===== src/rtl/mem_arbiter_pkg.sv =====
// Shared types and constants for the unified-memory arbiter.
package mem_arbiter_pkg;

    typedef enum logic [1:0] {
        IDLE   = 2'd0,
        WAIT_I = 2'd1,
        WAIT_D = 2'd2,
        RESP   = 2'd3
    } arb_state_t;

    localparam logic MEM_RD = 1'b1;
    localparam logic MEM_WR = 1'b0;

    // Read data returned to the requester when memory never acknowledges.
    localparam logic [31:0] TIMEOUT_RDATA = 32'h0;

endpackage


===== src/rtl/mem_arbiter_watchdog.sv =====
// Watchdog for the arbiter's WAIT states: counts cycles spent waiting for
// mem_ack and flags the last permitted cycle.
module mem_arbiter_watchdog #(
    parameter int unsigned MAX_WAIT = 15
) (
    input  logic clk,
    input  logic reset,
    input  logic run,
    input  logic clear,
    output logic expired
);

    localparam int unsigned CW = $clog2(MAX_WAIT + 1);

    logic [CW-1:0] count;

    // Cycle counter: advances each cycle in WAIT, saturates, cleared after the response.
    always_ff @(posedge clk) begin
        if (reset || clear) begin
            count <= '0;
        end else if (run && (count != CW'(MAX_WAIT))) begin
            count <= count + 1'b1;
        end
    end

    // During the MAX_WAIT-th waiting cycle the count still reads MAX_WAIT-1;
    // flagging it here lets the arbiter leave WAIT on the edge where the count
    // reaches MAX_WAIT, so mem_req stays high for exactly MAX_WAIT cycles.
    assign expired = run && (count == CW'(MAX_WAIT - 1));

endmodule


===== src/rtl/mem_arbiter.sv =====
// Arbiter sharing one single-port memory between instruction fetch and data
// accesses, one transaction at a time, with a watchdog on mem_ack.
// Optional feature: define MEM_ARBITER_ROUND_ROBIN_EN for round-robin
// priority on contention; otherwise data always beats instruction fetch.
module mem_arbiter
    import mem_arbiter_pkg::*;
#(
    parameter int unsigned ADDR_W   = 32,
    parameter int unsigned DATA_W   = 32,
    parameter int unsigned MAX_WAIT = 15
) (
    input  logic              clk,
    input  logic              reset,
    input  logic              i_req,
    input  logic [ADDR_W-1:0] i_addr,
    output logic [DATA_W-1:0] i_rdata,
    output logic              i_ready,
    input  logic              d_req,
    input  logic              d_rd_wr,
    input  logic [ADDR_W-1:0] d_addr,
    input  logic [DATA_W-1:0] d_wdata,
    output logic [DATA_W-1:0] d_rdata,
    output logic              d_ready,
    output logic              mem_req,
    output logic              mem_rd_wr,
    output logic [ADDR_W-1:0] mem_addr,
    output logic [DATA_W-1:0] mem_wdata,
    input  logic [DATA_W-1:0] mem_rdata,
    input  logic              mem_ack,
    output logic              err
);

    arb_state_t        state, state_nxt;
    logic              mem_req_nxt, mem_rd_wr_nxt;
    logic [ADDR_W-1:0] mem_addr_nxt;
    logic [DATA_W-1:0] mem_wdata_nxt, i_rdata_nxt, d_rdata_nxt;
    logic              i_ready_nxt, d_ready_nxt, err_nxt;
    logic              grant_d;
    logic              wd_run, wd_clear, wd_expired;

    assign wd_run   = (state == WAIT_I) || (state == WAIT_D);
    assign wd_clear = (state == RESP);

    mem_arbiter_watchdog #(
        .MAX_WAIT(MAX_WAIT)
    ) u_watchdog (
        .clk    (clk),
        .reset  (reset),
        .run    (wd_run),
        .clear  (wd_clear),
        .expired(wd_expired)
    );

`ifdef MEM_ARBITER_ROUND_ROBIN_EN
    // 1 = data wins the next contention; reset value gives the first one to data.
    logic prio_data;

    assign grant_d = d_req && (!i_req || prio_data);

    // Priority flag: hand precedence to whichever side was not just granted.
    always_ff @(posedge clk) begin
        if (reset) begin
            prio_data <= 1'b1;
        end else if (state == IDLE && (d_req || i_req)) begin
            prio_data <= !grant_d;
        end
    end
`else
    // Data access belongs to the older instruction, so it always wins.
    assign grant_d = d_req;
`endif

    // Next-state and next-output logic for the transaction sequencer.
    always_comb begin
        state_nxt     = state;
        mem_req_nxt   = mem_req;
        mem_rd_wr_nxt = mem_rd_wr;
        mem_addr_nxt  = mem_addr;
        mem_wdata_nxt = mem_wdata;
        i_rdata_nxt   = i_rdata;
        d_rdata_nxt   = d_rdata;
        i_ready_nxt   = 1'b0;
        d_ready_nxt   = 1'b0;
        err_nxt       = 1'b0;

        case (state)
            IDLE: begin
                if (grant_d) begin
                    mem_addr_nxt  = d_addr;
                    mem_rd_wr_nxt = d_rd_wr;
                    mem_wdata_nxt = d_wdata;
                    mem_req_nxt   = 1'b1;
                    state_nxt     = WAIT_D;
                end else if (i_req) begin
                    mem_addr_nxt  = i_addr;
                    mem_rd_wr_nxt = MEM_RD;
                    mem_req_nxt   = 1'b1;
                    state_nxt     = WAIT_I;
                end
            end

            WAIT_I, WAIT_D: begin
                if (mem_ack || wd_expired) begin
                    mem_req_nxt = 1'b0;
                    state_nxt   = RESP;
                    err_nxt     = !mem_ack;
                    if (state == WAIT_I) begin
                        i_ready_nxt = 1'b1;
                        i_rdata_nxt = mem_ack ? mem_rdata : DATA_W'(TIMEOUT_RDATA);
                    end else begin
                        d_ready_nxt = 1'b1;
                        if (mem_rd_wr != MEM_WR) begin
                            d_rdata_nxt = mem_ack ? mem_rdata : DATA_W'(TIMEOUT_RDATA);
                        end
                    end
                end
            end

            RESP: begin
                state_nxt = IDLE;
            end

            default: begin
                state_nxt = IDLE;
            end
        endcase
    end

    // State and output registers.
    always_ff @(posedge clk) begin
        if (reset) begin
            state     <= IDLE;
            mem_req   <= 1'b0;
            mem_rd_wr <= MEM_RD;
            mem_addr  <= '0;
            mem_wdata <= '0;
            i_rdata   <= '0;
            d_rdata   <= '0;
            i_ready   <= 1'b0;
            d_ready   <= 1'b0;
            err       <= 1'b0;
        end else begin
            state     <= state_nxt;
            mem_req   <= mem_req_nxt;
            mem_rd_wr <= mem_rd_wr_nxt;
            mem_addr  <= mem_addr_nxt;
            mem_wdata <= mem_wdata_nxt;
            i_rdata   <= i_rdata_nxt;
            d_rdata   <= d_rdata_nxt;
            i_ready   <= i_ready_nxt;
            d_ready   <= d_ready_nxt;
            err       <= err_nxt;
        end
    end

endmodule


===== config.mk =====
export PLATFORM = sky130hd
export DESIGN_NAME = mem_arbiter
export DESIGN_NICKNAME = d
export VERILOG_FILES = /design/src/rtl/mem_arbiter_pkg.sv /design/src/rtl/mem_arbiter_watchdog.sv /design/src/rtl/mem_arbiter.sv
export SDC_FILE = /design/constraint.sdc
export NUM_CORES = 1
export LEC_CHECK = 0
export CAP_MARGIN = 30
export CELL_PAD_IN_SITES_DETAIL_PLACEMENT = 0
export CELL_PAD_IN_SITES_GLOBAL_PLACEMENT = 1
export CORE_ASPECT_RATIO = 0.7
export CORE_MARGIN = 2
export CORE_UTILIZATION = 32
export CTS_BUF_LIST = sky130_fd_sc_hd__clkbuf_4 sky130_fd_sc_hd__clkbuf_8
export DETAILED_ROUTE_END_ITERATION = 8
export PLACE_DENSITY_LB_ADDON = 0.12
export REMOVE_ABC_BUFFERS = 1
export SYNTH_ARGS = -nofsm -noshare
export SYNTH_HDL_FRONTEND = slang
export SYNTH_SLANG_ARGS = --single-unit

===== constraint.sdc =====
create_clock -name clk -period 2.9 [get_ports clk]
set_input_delay 0.29 -clock clk [delete_from_list [all_inputs] [get_ports clk]]
set_output_delay 0.29 -clock clk [all_outputs]
set_load 0.1 [all_outputs]

==> qor.yml <==
clock_tree:
  cts_buffers: 17
  cts_tree: "built"
  clk_latency_ns: 0.44
  htreeDepth: 4
  ctsResizeCount: 0
  postCtsSetupRepairBufs: 0
  cts.sinks: 139
  cts_hold_repair.buffers: 0
  clk_root_buffer_cell: "clkbuf_8"
  cts.clk_slew.worst_paths_ns: 0.07
  cts_buffer_depth: 2
pwr:
  p_total_mw: 8.64
  p_leak_nw: 3.38
  power_density_nw_per_um2: 1030
  ir_worst_vdd_uv: 480
global_routing:
  grt-busiest-layer: "met2"
  gr-total-overflow: 0
  use_met2_pct: 29.7
  grt_pass1_wl_microns: 26800
  antenna_found_initial: 0
  grt_max_degree: 80
  met3_usage_pct: 5.22
  grt_pass1_vias: 5202
  gr-usage-met1_pct: 22.7
  gr-usage-all-layers_pct: 18.2
critical_path:
  path_buf_inv: 2
  reg2reg_setup_slack_ns: 1.00
  crit_type: "register to register"
  start_kind: "register"
  cp_top_family: "adder cells"
  critPathSlowestCell: "ha_1"
  worstPathArrival_ns: 2.26
  end_kind: "register"
  path_cells: "inv_1, ha_1, and3b_1, buf_4, nand3_1, a21oi_1"
  cp.required_ns: 3.26
  cpPeakStageDelay_ns: 0.48
  cp_max_fo: 32
logic_synthesis:
  synth_edf_count: 0
  synth_cell_types: 38
  ys_top_cells_by_area: "dfxtp_1 (50%), a21oi_1 (8.9%), nand3_1 (6.1%), mux2i_1 (5.9%), nand2_1 (4.6%)"
  synth_top_area_share_pct: 49.9
  yosysWarnings: 0
  syn_area_sq_um: 5580
  yosysTopAreaCell: "dfxtp_1"
  async_flop_share_pct: 0
  synth_flop_cell: "dfxtp_1"
  synth.avg_cell_area_sq_um: 8.72
  yosys_register_bits: 139
  yosysSeqAreaShare_pct: 49.9
  synth_cells: 640
sta:
  hold_viol: 0
  worst_pin_slew_ns: 0.666
  fin_crit_sh_pct: 65.4
  skew_ns: 0.0138
  max_freq_mhz: 527
  setup_tns_ns: 0
  holdWs_ns: 0.208
  setup_ws_ns: 1.00
  relSlewSlack_pct: 55.6
  setup_viol: 0
  finalCriticalPeriod_ns: 1.90
  rsz0062_at_grt: "no"
  drv_slew: 0
layout:
  mostFrequentLayoutCells: "buf_4 (145), dfxtp_1 (139), clkdlybuf4s50_1 (130)"
  area_growth_pct: 50.4
  final_nets: 1015
  design_area_sq_um: 8390
  mostFrequentLayoutCell: "buf_4"
  final_layout_size_suffix_gt1_share_pct: 20.8
  n_antenna_cell: 0
route:
  route.detailed.drc: 0
  routedWlPerCell_microns: 15.6
  drt-total-wl_microns: 17400
  ant_nets: 0
  vias_per_cell: 4.90
  first_pass_iters: 4
  vias: 5468
  drt_iter0_markers: 414
placed_design:
  gp_congestion: 0.769
  dp_hpwl_microns: 11800
  io_buffers: 266
  dp_slack_ns: 1.01
  place_area_sq_um: 7940
floorplan:
  core_area_sq_um: 17100
  ioPinCount: 267
  die_x_microns: 162
  die-area_sq_um: 18500
  initial_core_util_pct: 32.6
  die_y_microns: 114
  rows: 40
status:
  status: "complete, no violations"
flow_run:
  max_cap_violations: 0
hold_path:
  hp-class: "input port to register"
==> state kept, by name (all words and copies together), names as in the netlist <==
signal,flops
err,1
i_rdata,32
d_ready,1
u_watchdog.count,4
d_rdata,32
mem_rd_wr,1
mem_addr,32
mem_wdata,32
i_ready,1
mem_req,1
state,2
==> report_power, final <==
| group | switching, mW | total, mW | internal, mW |
|---|---|---|---|
| combinational | 3.40 | 4.38 | 0.981 |
| clock | 0.749 | 1.81 | 1.06 |
| sequential | 0.192 | 2.45 | 2.25 |
==> cells by family after synthesis <==
| family | count (synthesis) | synth area share [%] |
|---|---|---|
| AO/OA/AOI/OAI | 209 | 21.3 |
| adder cells (fa/ha/maj) | 6 | 1.35 |
| buffers and inverters | 69 | 6.77 |
| flip-flops | 139 | 49.9 |
| multiplexers | 34 | 6.19 |
| AND/OR/NAND/NOR | 183 | 14.5 |
==> cells in the mapped netlist (2+ instances only) <==
cell      number
dfxtp_1      139
a21oi_1       99
nand2_1       69
nand3_1       68
o21ai_0       48
nor2_1        34
mux2i_1       33
a211oi_1      32
buf_2         25
o21ai_1       17
clkbuf_1      16
buf_4          8
buf_6          7
inv_1          7
ha_1           6
clkbuf_2       4
and2_1         2
buf_1          2
nand2b_1       2
nor4_1         2
o311ai_0       2
o41ai_1        2
==> per-stage QoR <==
| stage | instances | util [%] |
|---|---|---|
| after floorplan | 578 | - |
| final | 1117 | 49.0 |
| after CTS | 1117 | 49.0 |
| after detailed placement | 1087 | 46.4 |
| after global routing | 1117 | 49.0 |
| after global placement | 1087 | 46.4 |
==> final timing paths <==
kind                               startpoint  cells past startpoint            end
worst max-delay path                 state[0]                      6    d_rdata[21]
worst min-delay path                  mem_ack                      3    i_rdata[29]
worst max register to register       state[0]                      6    d_rdata[21]
worst min register to register  mem_wdata[28]                      2  mem_wdata[28]
==> worst min-delay path, stage by stage <==
cell     delay (ns)
buf_2          0.16
nand3_1        0.08
a21oi_1        0.06
==> layout make-up <==
class                   instances  area (sq um)
fillers                      1662          8730
clock inverters                11           193
well taps                     231           289
multi-input cells             432          2420
inverters                       7          26.3
flip-flops and latches        139          2780
repair buffers                278          2420
clock buffers                  19           262
==> routing by layer <==
layer,share of wire [%],up-vias
met5,0,-
met4,2.0,0
met3,7.2,23
met2,47,185
met1,44,2549
li1,-,2711
Power figures use the tool's default switching activity.
